**config.mk**
```make
export PLATFORM = sky130hd
export DESIGN_NAME = controle_velocidade_flat
export DESIGN_NICKNAME = d
export VERILOG_FILES = /design/src/rtl/velocidade_pkg.sv /design/src/rtl/controle_velocidade_if.sv /design/src/rtl/gerador_pwm.sv /design/src/rtl/controle_velocidade.sv /design/src/flat_wrapper.sv
export SDC_FILE = /design/constraint.sdc
export NUM_CORES = 1
export LEC_CHECK = 0
export BUFFER_PORTS_ARGS = -buffer_cell sky130_fd_sc_hd__buf_2
export CORE_UTILIZATION = 40
export CTS_BUF_LIST = sky130_fd_sc_hd__clkbuf_8
export CTS_CLUSTER_DIAMETER = 200
export DETAILED_ROUTE_END_ITERATION = 16
export GPL_ROUTABILITY_DRIVEN = 0
export PLACE_DENSITY = 0.68
export SYNTH_ARGS = -nofsm -noshare
export SYNTH_HDL_FRONTEND = slang
export SYNTH_SLANG_ARGS = --single-unit
```
**constraint.sdc**
```tcl
create_clock -name clock -period 4.1 [get_ports clock]
set_clock_uncertainty 0.2 [all_clocks]
set_input_delay 0.205 -clock clock [delete_from_list [all_inputs] [get_ports clock]]
set_output_delay 0.205 -clock clock [all_outputs]
set_load 0.01 [all_outputs]
```
**src/rtl/velocidade_pkg.sv**
```systemverilog
// Shared types for the speed controller: FSM states, level codes
// and the level-to-duty table used by the PWM generator.
package velocidade_pkg;

    typedef enum logic [2:0] {
        PARADO,
        ACELERANDO,
        CRUZEIRO,
        DESACELERANDO,
        BLOQUEADO
    } estado_t;

    // Codes are ordered so that unsigned compare gives level order
    typedef logic [1:0] nivel_t;

    localparam nivel_t NIVEL_0 = 2'b00;
    localparam nivel_t NIVEL_2 = 2'b01;
    localparam nivel_t NIVEL_4 = 2'b10;
    localparam nivel_t NIVEL_8 = 2'b11;

    localparam int DUTY_W = 4;

    function automatic logic [DUTY_W-1:0] duty_de(input nivel_t n);
        logic [DUTY_W-1:0] d;
        d = 4'd0;
        unique case (1'b1)
            (n == NIVEL_0): d = 4'd0;
            (n == NIVEL_2): d = 4'd2;
            (n == NIVEL_4): d = 4'd4;
            (n == NIVEL_8): d = 4'd8;
            default:        d = 4'd0;
        endcase
        return d;
    endfunction

endpackage

```
**src/rtl/controle_velocidade_if.sv**
```systemverilog
// Switch, obstacle and status bundle between the controller
// and its surroundings.
interface controle_velocidade_if;

    logic chave1;
    logic chave2;
    logic obstaculo;
    logic vel_chave1;
    logic vel_chave2;
    logic pwm;
    logic em_rampa;
    logic bloqueado;

    modport master (
        output chave1, chave2, obstaculo,
        input  vel_chave1, vel_chave2, pwm,
        input  em_rampa, bloqueado
    );

    modport slave (
        input  chave1, chave2, obstaculo,
        output vel_chave1, vel_chave2, pwm,
        output em_rampa, bloqueado
    );

endinterface

```
**src/rtl/gerador_pwm.sv**
```systemverilog
// Free-running 3-bit PWM: output high while cnt < duty,
// so duty 8 keeps the motor fully on.
module gerador_pwm
    import velocidade_pkg::*;
(
    input  logic              clock,
    input  logic              reset,
    input  logic [DUTY_W-1:0] duty,
    output logic              pwm
);

    logic [2:0] cnt;

    // Period counter and registered comparator
    always_ff @(posedge clock) begin
        if (reset) begin
            cnt <= 3'd0;
            pwm <= 1'b0;
        end else begin
            cnt <= cnt + 3'd1;
            pwm <= ({1'b0, cnt} < duty);
        end
    end

endmodule

```
**src/rtl/controle_velocidade.sv**
```systemverilog
// Speed controller: ramps the motor level toward the switch
// setting one step per PASSO_CICLOS, with emergency lockout.
module controle_velocidade
    import velocidade_pkg::*;
#(
    parameter int PASSO_CICLOS = 50000000
) (
    input  logic                  clock,
    input  logic                  reset,
    controle_velocidade_if.slave  bus
);

    localparam int TW = $clog2(PASSO_CICLOS);
    localparam logic [TW-1:0] TMR_FIM = TW'(PASSO_CICLOS - 1);

    logic [2:0]    s1;
    logic [2:0]    s2;
    nivel_t        alvo;
    logic          obst_s;

    estado_t       st;
    estado_t       st_n;
    nivel_t        lvl;
    nivel_t        lvl_n;
    nivel_t        prox;
    nivel_t        vel_q;
    logic [TW-1:0] tmr;
    logic [TW-1:0] tmr_n;
    logic          fim;
    logic          pwm_w;

    // Two-flop synchronizers for the asynchronous switches
    always_ff @(posedge clock) begin
        if (reset) begin
            s1 <= 3'b000;
            s2 <= 3'b000;
        end else begin
            s1 <= {bus.chave1, bus.chave2, bus.obstaculo};
            s2 <= s1;
        end
    end

    assign alvo   = s2[2:1];
    assign obst_s = s2[0];
    assign fim    = (tmr == TMR_FIM);

    // State, level, step timer and display copy of the level
    always_ff @(posedge clock) begin
        if (reset) begin
            st    <= PARADO;
            lvl   <= NIVEL_0;
            tmr   <= '0;
            vel_q <= NIVEL_0;
        end else begin
            st    <= st_n;
            lvl   <= lvl_n;
            tmr   <= tmr_n;
            vel_q <= lvl_n;
        end
    end

    // Next state: obstacle first, then ramp toward alvo
    always_comb begin
        st_n  = st;
        lvl_n = lvl;
        tmr_n = tmr;
        prox  = lvl;
        if (obst_s) begin
            st_n  = BLOQUEADO;
            lvl_n = NIVEL_0;
            tmr_n = '0;
        end else begin
            unique case (st)
                PARADO, CRUZEIRO: begin
                    tmr_n = '0;
                    if (alvo > lvl) begin
                        st_n = ACELERANDO;
                    end else if (alvo < lvl) begin
                        st_n = DESACELERANDO;
                    end
                end
                ACELERANDO: begin
                    if (alvo < lvl) begin
                        st_n  = DESACELERANDO;
                        tmr_n = '0;
                    end else if (alvo == lvl) begin
                        st_n  = (lvl == NIVEL_0) ? PARADO : CRUZEIRO;
                        tmr_n = '0;
                    end else if (fim) begin
                        prox  = lvl + 2'd1;
                        lvl_n = prox;
                        tmr_n = '0;
                        if (prox == alvo) begin
                            st_n = CRUZEIRO;
                        end
                    end else begin
                        tmr_n = tmr + 1'b1;
                    end
                end
                DESACELERANDO: begin
                    if (alvo > lvl) begin
                        st_n  = ACELERANDO;
                        tmr_n = '0;
                    end else if (alvo == lvl) begin
                        st_n  = (lvl == NIVEL_0) ? PARADO : CRUZEIRO;
                        tmr_n = '0;
                    end else if (fim) begin
                        prox  = lvl - 2'd1;
                        lvl_n = prox;
                        tmr_n = '0;
                        if (prox == alvo) begin
                            st_n = (prox == NIVEL_0) ? PARADO : CRUZEIRO;
                        end
                    end else begin
                        tmr_n = tmr + 1'b1;
                    end
                end
                BLOQUEADO: begin
                    lvl_n = NIVEL_0;
                    tmr_n = '0;
                    if (alvo == NIVEL_0) begin
                        st_n = PARADO;
                    end
                end
                default: begin
                    st_n  = PARADO;
                    lvl_n = NIVEL_0;
                    tmr_n = '0;
                end
            endcase
        end
    end

    gerador_pwm u_pwm (
        .clock (clock),
        .reset (reset),
        .duty  (duty_de(lvl)),
        .pwm   (pwm_w)
    );

    assign bus.vel_chave1 = vel_q[1];
    assign bus.vel_chave2 = vel_q[0];
    assign bus.pwm        = pwm_w;
    assign bus.em_rampa   = (st == ACELERANDO) || (st == DESACELERANDO);
    assign bus.bloqueado  = (st == BLOQUEADO);

endmodule

```
**src/flat_wrapper.sv**
```systemverilog
// flat-port wrapper written by rule: the top's interface ports become plain ports
module controle_velocidade_flat import velocidade_pkg::*;
#(
    parameter int PASSO_CICLOS = 50000000
)
  (clock, reset, bus_chave1, bus_chave2, bus_obstaculo, bus_vel_chave1, bus_vel_chave2, bus_pwm, bus_em_rampa, bus_bloqueado);
  controle_velocidade_if bus_i ();
  input  logic clock;
  input  logic reset;
  input wire logic [$bits(bus_i.chave1)-1:0] bus_chave1;
  input wire logic [$bits(bus_i.chave2)-1:0] bus_chave2;
  input wire logic [$bits(bus_i.obstaculo)-1:0] bus_obstaculo;
  output wire logic [$bits(bus_i.vel_chave1)-1:0] bus_vel_chave1;
  output wire logic [$bits(bus_i.vel_chave2)-1:0] bus_vel_chave2;
  output wire logic [$bits(bus_i.pwm)-1:0] bus_pwm;
  output wire logic [$bits(bus_i.em_rampa)-1:0] bus_em_rampa;
  output wire logic [$bits(bus_i.bloqueado)-1:0] bus_bloqueado;
  assign bus_i.chave1 = bus_chave1;
  assign bus_i.chave2 = bus_chave2;
  assign bus_i.obstaculo = bus_obstaculo;
  assign bus_vel_chave1 = bus_i.vel_chave1;
  assign bus_vel_chave2 = bus_i.vel_chave2;
  assign bus_pwm = bus_i.pwm;
  assign bus_em_rampa = bus_i.em_rampa;
  assign bus_bloqueado = bus_i.bloqueado;
  controle_velocidade #(.PASSO_CICLOS(PASSO_CICLOS)) u_core (.clock(clock), .reset(reset), .bus(bus_i));
endmodule
```
==> Word level (Yosys, flattened, before mapping) <==
Cells that the tools add are included.
{ "classes": {"n_addsub": 4, "n_lt_le_gt_ge": 3, "n_eq_ne": 29, "mux": 28, "n_bitwise": 1, "reduce_logical": 10} }
{ "op_table": {"columns": ["cell", "count"], "rows": [
  ["$mux 26", 4],
  ["$pmux 26 s2", 1],
  ["$mux 3", 12],
  ["$add 26x1->26 const B", 1],
  ["$eq 26x26->1 const B", 1],
  ["$ne 4x1->1 const B", 5],
  ["$ne 5x1->1 const B", 4],
  ["$mux 2", 8],
  ["$pmux 3 s4", 1],
  ["$pmux 4 s3", 1],
  ["$reduce_and 6->1", 2],
  ["$ne 2x2->1 const B", 4],
  ["$reduce_and 7->1", 1],
  ["$eq 2x2->1", 3],
  ["$eq 3x2->1 const B", 2],
  ["$logic_not 2->1", 3],
  ["$ne 2x1->1 const B", 3],
  ["$ne 3x1->1 const B", 2],
  ["$pmux 2 s3", 1],
  ["$eq 2x2->1 const B", 2],
  ["$lt 3x4->1", 1],
  ["$reduce_or 2->1", 2],
  ["$add 3x1->3 const B", 1],
  ["$eq 3x1->1 const B", 1],
  ["other kinds (9)", 9]
]} }
{ "totals": {"register_bits": 41, "input_bits": 5, "out_inout_bits": 5} }

==> Longest topological paths before layout <==
Gate-level depths: netlist of run 1.
{ "logic_depth": {"word_depth": 9, "depth_mapped": 9} }

==> By module <==
A second synthesis of run 1 with hierarchy kept.
{ "unflattened": {"hier_cells": 224, "area_unflattened_um2": 2057.0} }
{ "modules_own_cells": {"columns": ["mod", "instances", "cells_per_inst", "area_each_um2"], "rows": [
  ["controle_velocidade", 1, 205, 1874.3],
  ["gerador_pwm", 1, 19, 182.7]
]} }

==> Least setup slack after synthesis of run 1 <==
Ideal clock, no wire load.
{ "synth_path": {"path_type": "reg-to-reg", "startpoint": "register, netlist name u_core.vel_q[1]", "endpoint": "register u_core.vel_q[1]", "setup_ns": 0.069, "t_arrival_ns": 1.921, "t_required_ns": 3.831, "slack_ns": 1.910, "stages_incl_launch_ff": 9, "path_buffers": 0, "period_less_slack_ns": 2.190, "path_cell_list": "dfxtp_1 -> inv_1 -> ha_1 -> and2b_1 -> or3_1 -> and2_1 -> a41oi_1 -> nand3_1 -> o21ai_1"} }
{ "synth_rtl": {"columns": ["item", "line", "text"], "rows": [
  ["end signal, assigned", "controle_velocidade.sv:58", "vel_q <= lvl_n;"],
  ["end, declared", "controle_velocidade.sv:26", "nivel_t vel_q;"]
]} }

==> results.md, run 1 <==
- Status: finished, final reports clean
- Mapped Nets: 226
- Die width: 71.4 um
- Slowest CP cell: dfxtp_1
- Die Y: 71.4 um
- Initial antenna violation count: 0
- CTS root buf: clkbuf_8
- # fillers: 452
- Crit start category: flop
- Period minus WS final: 2.36 ns
- Post-DP HPWL: ~2200 um
- Primary FF master, synth: dfxtp_1
- Worst Path Arrival: 2.38 ns
- Fraction of registers with async set/reset: 0
- # diodes: 0
- Crit end category: flop
- Vias per std cell: 5.05
- DRC viols: 0
- Share of cells above drive strength 1: 0.0982
- Hold Vio Cnt, Final: 0
- Synth Cell Area: just under 2000 um^2
- Final Cycle Share: 0.575
- H-tree level count: 2
- Hold WC Path Type: in2reg
- Power per cell area: 350 nW/um^2
- Kind of cell adding the most delay to the critical path: simple AND/OR/NAND/NOR gates
- Synth cell types: 35
- CTS tree: done
- WP buf/inv: 1
- Fmax: between 400 and 500 MHz
- First-pass GRT wire length: between 5000 and 6000 um
- Worst setup margin: 1.74 ns
- Port Buffers: 9
- Number of synthesized flops with an enable pin: 0
- Max cap viols: 0
- Post-Syn Instances: 212
- WP data required: 4.12 ns
- PostCTS Resize Cnt: 0
- Syn-to-layout area delta: 9.67%
- Via count: 1,393
- I/O pin count: 10
- Worst relative slew slack: 0.691
- LEAKAGE: 0.825 nW
- Post-synthesis sequential area ratio: 0.426
- Max-slew violation total from the final report: 0
- Core area: 4500 um^2
- Setup TNS: 0 ns
- Yosys warns: 0
- Worst setup path class: reg2reg
- Clock sink count: 41
- DRT iter0 DRCs: 62
- Post-CTS Setup Bufs: 0
- Pre-Repair DR Iteration Count: 4
- Final Util: 0.469
- CTS clock-pin slew for the worst setup and hold paths: about 0.080 ns
- Tot GR Track Use: 0.151
- Final wirelength: 3330 um
- Overall power: 0.740 mW
- WL/cell: 12.0 um
- Synth Register Bits: 41
- CP max FO: 6
- Clk buf depth: 2
- Worst hold slack: approximately 0.040 ns
- Starting Density: 0.428
- Crit path largest cell delay: 0.41 ns
- Vias in the first global route: 1,392
- Critical-path cell list: inv_1 > ha_1 > and2b_1 > or3_1 > and2_1 > a41oi_1 > nand3_1 > o21ai_1
- Peak VDD IR: 0.173 mV
- # rows: 24
- Clock latency on the worst-skew pair: 0.29 ns
- Largest net degree at the start of global routing: 26
- Worst slew pin tran: ~0.46 ns
- Mean Syn Cell Area: about 9 um^2
- Die ar.: 5100 um^2
- GRT overflow: 0
- RSZ-0062 raised after global routing: false
- Post-detailed-route count of antenna-violating nets: 0
- Hold_buf cts: 3
- Finish-stage setup viols: 0
- Dpl ws: 1.81 ns
- Inserted Clock Buffers: 5
- Layout Nets: 237
-- worst register-to-register path, cell delays in order, from the launching register on --
cell and delay [ns]:
dfxtp_1 0.41, inv_1 0.10, ha_1 0.33, and2b_1 0.23
or3_1 0.37, and2_1 0.19, a41oi_1 0.26, nand3_1 0.10
o21ai_1 0.10
-- layout make-up --
class                      count  area [um^2]  area share
clock buffer                   7         96.3      0.0456
clock inverter                 1         5.00     0.00237
inverter                       7         26.3      0.0124
multi-input combinational    156         1030       0.485
sequential                    41          821       0.388
tap                           52         65.1      0.0308
timing repair buffer          12         75.1      0.0355
-- cells in the mapped netlist (3+ instances only) --
master / n / share of area
xnor2_1: 8 / 0.036
xor2_1: 20 / 0.091
nand4_1: 7 / 0.023
ha_1: 9 / 0.058
dfxtp_1: 41 / 0.43
nand3_1: 12 / 0.031
and3_1: 11 / 0.036
and4_1: 4 / 0.018
nor3_1: 3 / 0.0078
nor2_1: 32 / 0.062
nor2b_1: 7 / 0.023
nand2_1: 11 / 0.021
a21oi_1: 4 / 0.010
o211ai_1: 4 / 0.016
inv_1: 7 / 0.014
-- path summary, 6_finish.rpt --
kind	from	end	slack (ns)	cells after the start
max	u_core.vel_q[1]	u_core.vel_q[1]	1.74	8
min	reset	u_core.u_pwm.cnt[0]	0.04	2
max reg2reg	u_core.vel_q[1]	u_core.vel_q[1]	1.74	8
min reg2reg	u_core.u_pwm.cnt[0]	u_core.u_pwm.cnt[0]	0.23	1
-- stage by stage --
step	instances	cell area [um^2]
global route	276	2110
CTS	276	2110
floorplan	212	1930
global placement	265	1980
finish	276	2110
detailed placement	265	1980
-- cells in the final DEF (no fill, tap or decap), types with 3 or more instances in the layout --
cell type      netlist  layout
nand4_1              7       7
and4_1               4       4
buf_2                2       9
nor2b_1              7       7
ha_1                 9       9
dfxtp_1             41      41
inv_1                7       7
and3_1              11      11
nor2_1              32      32
clkbuf_8             0       7
xnor2_1              8       8
o211ai_1             4       4
dlygate4sd3_1        0       3
xor2_1              20      20
nand3_1             12      12
a21oi_1              4       4
nand2_1             11      11
nor3_1               3       3
-- registers in the layout, indices dropped and copies added, names as in the netlist --
name / flops
u_core.tmr: 26
u_core.s1: 3
u_core.s2: 3
u_core.st: 3
u_core.u_pwm.cnt: 3
u_core.vel_q: 2
u_core.u_pwm.pwm: 1
-- routing by layer --
metal	routed length, um	vias to the layer above	GRT usage	share of wire
li1	-	744	-	-
met1	1670	623	0.187	0.50
met2	1500	19	0.244	0.45
met3	90	7	0.0380	0.027
met4	66	0	0.0733	0.020
met5	0	-	0	0
-- cells by family after synthesis --
| family | count (synthesis) | synth area share |
|---|---|---|
| simple gates | 104 | 0.298 |
| flops | 41 | 0.426 |
| compound gates | 15 | 0.0487 |
| xor+xnor | 28 | 0.127 |
| fa+ha+maj | 9 | 0.0584 |
| buf+inv | 15 | 0.0422 |
-- where the power goes --
part / internal (mW) / switching [mW] / total [mW]
clock: 0.152 / 0.136 / 0.288
combinational: 0.0176 / 0.0207 / 0.0383
sequential: 0.406 / 0.00762 / 0.414
(Power assumes the default switching activity.)
==> run 2: changes to the inputs <==
- clock period: 4.1 -> 2.4 ns (I/O delays scaled with it)
==> run 2 against run 1 <==
  * Maximum frequency increased by 5.5%
  * Total power increased by 64%
  * Critical endpoint is now u_core.st[1]
  * Register-to-register slack got worse by 1.6 ns
  * Sequential power increased by 71%
  * Largest cell class unchanged
  * Critical path depth unchanged
  * Clock-buffer cell count decreased by 2
  * Highest routed layer unchanged
  * Setup slack got worse by 1.6 ns
  * Utilization increased by 1.0 points
  * Combinational power increased by 84%
  * Non-clock buffer count increased by 6
  * Design area increased by 2.1%
==> results.md, run 2 (synthesis gave the netlist of run 1 again) <==
- Status: finished, final reports clean
- CTS tree: done
- Worst relative slew slack: 0.695
- Starting Density: 0.428
- H-tree level count: 2
- Clock sink count: 41
- Internal power: 0.925 mW
- Crit start category: flop
- Power per cell area: 562 nW/um^2
- Hold WC Path Type: reg2reg
- Clock share of power: 0.359
- Tot GR Track Use: 0.153
- Layout Cells excl Fill: around 280
- Pre-Repair DR Iteration Count: 4
- CTS clock-pin slew for the worst setup and hold paths: 0.07 ns
- Vias in the first global route: 1,383
- Inserted Clock Buffers: 5
- Max-slew violation total from the final report: 0
- GRT overflow: 0
- # rows: 24
- Worst Path Arrival: 2.22 ns
- Sequential Power Share: 0.582
- Post-detailed-route count of antenna-violating nets: 0
- RSZ-0062 raised after global routing: false
- Crit end category: flop
- Hold Vio Cnt, Final: 0
- # diodes: 0
- Setup TNS: 0 ns
- Final wirelength: roughly 3400 um
- CTS root buf: clkbuf_8
- Register area: 822 um^2
- Clock latency on the worst-skew pair: 0.30 ns
- LEAKAGE: 0.853 nW
- Peak VDD IR: about 0.33 mV
- Placed Cells: 267
- WP data required: around 2.4 ns
- Core area: 4500 um^2
- Post-DP HPWL: 2290 um
- Initial antenna violation count: 0
- Final Cycle Share: 0.930
- Commonest cells after routing, fill and taps aside: dfxtp_1, nor2_1, xor2_1, nand3_1
- Worst hold slack: between 0.2 and 0.25 ns
- Worst slew pin tran: 0.451 ns
- Vias per std cell: 5.10
- DRT iter0 DRCs: 50
- Post-CTS Setup Bufs: 0
- Worst setup path class: reg2reg
- Sw Share: 0.237
- CP max FO: 6
- Psw: ~0.29 mW
- Die ar.: 5100 um^2
- Period minus WS final: between 2 and 2.5 ns
- R2R setup slack: roughly 0.17 ns
- Syn-to-layout area delta: 12.0%
- Top reg by flops: u_core.tmr
- First-pass GRT wire length: 6050 um
- Die width: 71.4 um
- Share of cells above drive strength 1: 0.109
- Layout Nets: 243
- Max cap viols: 0
- # fillers: 437
- Logic pwr share: 0.058
- DRC viols: 0
- Largest register FFs: 26
- Multi-input logic area: about 1000 um^2
- Overall power: 1.21 mW
- Finish-stage setup viols: 0
- WL/cell: around 12 um
- Port Buffers: 9
- Clk buf depth: 2
- I/O pin count: 10
- Largest net degree at the start of global routing: 26
- Fmax: 448 MHz
- Most common cell after layout, fill and taps aside: dfxtp_1
- Die Y: 71.4 um
- Via count: 1,437
[run 2: area by class of cell]
class	count	share of cell area
Multi-Input combinational cell	156	0.479
Sequential cell	41	0.381
Timing Repair Buffer	18	0.0603
Clock buffer	5	0.0319
Tap cell	52	0.0301
Inverter	7	0.0122
Clock inverter	3	0.00637
[run 2: path summary, 6_finish.rpt]
check                       from             endpoint  cells after the start
max reg2reg      u_core.vel_q[0]         u_core.st[1]                      8
min reg2reg  u_core.u_pwm.cnt[0]  u_core.u_pwm.cnt[0]                      1
max              u_core.vel_q[0]         u_core.st[1]                      8
min          u_core.u_pwm.cnt[0]  u_core.u_pwm.cnt[0]                      1
[run 2: stage by stage]
| step | utilization | instance area [um^2] | worst slack, ns |
|---|---|---|---|
| 2_1_floorplan | - | 1930 | 0.210 |
| 3_3_place_gp | 0.444 | 2000 | 0.156 |
| 3_5_place_dp | 0.444 | 2000 | 0.133 |
| 4_1_cts | 0.478 | 2150 | 0.0920 |
| 5_1_grt | 0.479 | 2160 | 0.0109 |
| 6_report | 0.479 | 2160 | 0.167 |
[run 2: per-layer routing]
layer,share of wire,track usage
met4,0.0090,0.0733
met1,0.49,0.184
met5,0,0
met3,0.037,0.0422
met2,0.46,0.253
[run 2: repair_timing]
| action | CTS | global route |
|---|---|---|
| resized for setup | 0 | 2 |
| hold buffers | 7 | 0 |
| setup endpoints to repair | 0 | 19 |
| hold endpoints to repair | 12 | 0 |
[run 2: power by group through the flow]
stage | clock (mW) | sequential (mW) | combinational (mW)
floorplan | 0 | 0.714 | 0.0540
global placement | 0 | 0.722 | 0.0600
detailed placement | 0 | 0.722 | 0.0608
CTS | 0.455 | 0.706 | 0.0697
global route | 0.471 | 0.709 | 0.0799
finish | 0.436 | 0.707 | 0.0706
[run 2: worst max-delay path, stage by stage, from the launching register on]
cell	delay, ns
dfxtp_1	0.47
inv_1	0.12
ha_1	0.35
xor2_1	0.19
o211ai_1	0.10
nor3b_1	0.27
a21oi_1	0.15
o211ai_1	0.18
o21ai_1	0.08
==> run 3: changes to the inputs <==
- CORE_MARGIN: not set -> 10
- PLACE_DENSITY: 0.68 -> 0.7
- clock period: 2.4 -> 1.9 ns (I/O delays scaled with it)
==> run 3 against run 2 <==
  * Flip-flop and latch count unchanged
  * Register-to-register slack lost 0.29 ns
  * Highest routed layer unchanged
  * Largest power group unchanged
  * Total power up 30%
  * The run now ends with setup timing left
  * Sequential power is 25% higher
==> results.md, run 3 (synthesis gave the netlist of run 1 again) <==
- Status: finished, violations left
- Failing checks: setup timing
- Worst relative slew slack: 0.726
- Clock sink count: a little over 40
- Share of cells above drive strength 1: 0.305
- Overall power: 1.57 mW
- Clock latency on the worst-skew pair: 0.29 ns
- Top reg by flops: u_core.tmr
- Worst setup margin: -0.120 ns
- Placed Cells: 296
- Power per cell area: 626 nW/um^2
- CTS root buf: clkbuf_8
- Largest net degree at the start of global routing: 15
- CTS clock-pin slew for the worst setup and hold paths: 0.07 ns
- Largest register FFs: 26
- Final Util: 0.536
- Pre-Repair DR Iteration Count: 4
- Die ar.: 8000 um^2
- I/O pin count: 10
- Finish-stage setup viols: 30
- Layout Nets: about 280
- Starting Density: 0.411
- DRC viols: 0
- Hold WC Path Type: reg2reg
- Period minus WS final: approximately 2.0 ns
- Max cap viols: 0
- Initial antenna violation count: 0
- First-pass GRT wire length: 7470 um
- Vias per std cell: 5.10
- CTS tree: done
- Core area: 4690 um^2
- # diodes: 0
- DRT iter0 DRCs: 71
- Worst hold slack: 0.217 ns
- Post-detailed-route count of antenna-violating nets: 0
- WP data required: 1.88 ns
- H-tree level count: 2
- Post-DP HPWL: 2600 um
- CP max FO: 4
- Worst setup path class: reg2reg
- Placed cell area: 2240 um^2
- Commonest cells after routing, fill and taps aside: dfxtp_1, buf_4, nor2_1, xor2_1, nand3_1
- Vias in the first global route: between 1,500 and 2,000
- Post-route cell area: 2510 um^2
- Setup TNS: -1.61 ns
- Final Cycle Share: 1.06
- Die width: 89.4 um
- Max-slew violation total from the final report: 0
- # rows: 25
- Clk buf depth: 2
- Inserted Clock Buffers: 5
- Syn-to-layout area delta: 30.4%
- # fillers: around 440
- RSZ-0062 raised after global routing: true
- Hold Vio Cnt, Final: 0
- GRT overflow: 0
- WL/cell: approximately 12 um
- Multi-input logic area: 1140 um^2
- Worst slew pin tran: 0.406 ns
- Port Buffers: 9
- LEAKAGE: 1.05 nW
- Worst Path Arrival: 2.00 ns
- Tot GR Track Use: 0.117
- Register area: 833 um^2
- Layout Cells excl Fill: 316
- Via count: between 1,500 and 2,000
- Fmax: approximately 500 MHz
- Crit start category: flop
- Die Y: 89.4 um
- Dpl ws: -0.157 ns
- R2R setup slack: -0.12 ns
- Most common cell after layout, fill and taps aside: dfxtp_1
- Final wirelength: between 3000 and 4000 um
- Peak VDD IR: 0.425 mV
- Crit end category: flop
-- run 3: critical path, stage by stage (launching register included) --
cell and delay [ns]:
dfxtp_4 0.37, ha_4 0.23, and2b_2 0.23, buf_4 0.15, o211ai_1 0.16, nor3b_2 0.24
a21oi_2 0.10, o211ai_1 0.15, o21ai_1 0.08
-- run 3: layout make-up --
type | instances | area share
clock inverter | 1 | 0.00149
clock buffer | 6 | 0.0328
timing repair buffer | 48 | 0.141
sequential | 41 | 0.331
tap | 54 | 0.0269
multi-input combinational | 159 | 0.455
inverter | 7 | 0.0114
-- run 3: timing repair --
| item | in CTS | in global routing |
|---|---|---|
| setup endpoints to repair | 29 | 30 |
| resized for setup | 14 | 9 |
| gates cloned | 3 | 0 |
| buffers inserted | 3 | 0 |
| pin swaps | 30 | 2 |
| hold buffers | 7 | 0 |
| hold endpoints to repair | 12 | 0 |
-- run 3: worst paths after layout --
check / from / end / depth (start not counted)
setup / recovery: u_core.s2[2] / u_core.st[1] / 8
hold / removal: u_core.u_pwm.cnt[0] / u_core.u_pwm.cnt[0] / 1
setup reg to reg: u_core.s2[2] / u_core.st[1] / 8
hold reg to reg: u_core.u_pwm.cnt[0] / u_core.u_pwm.cnt[0] / 1
-- run 3: power by group --
part | total, mW | switching (mW) | leakage [nW] | internal (mW)
Combinational | 0.123 | 0.0627 | 0.667 | 0.0606
Clock | 0.563 | 0.280 | 0.0485 | 0.283
Sequential | 0.887 | 0.0144 | 0.335 | 0.873
Total | 1.57 | 0.357 | 1.05 | 1.22
-- run 3: layer usage --
layer  track usage  vias to the layer above  share of wire  wire, um
li1              -                      823              -         -
met1         0.133                      761           0.47      1840
met2         0.209                       21           0.49      1950
met3        0.0301                        7          0.028       112
met4        0.0347                        0          0.011        44
met5             0                        -              0         0
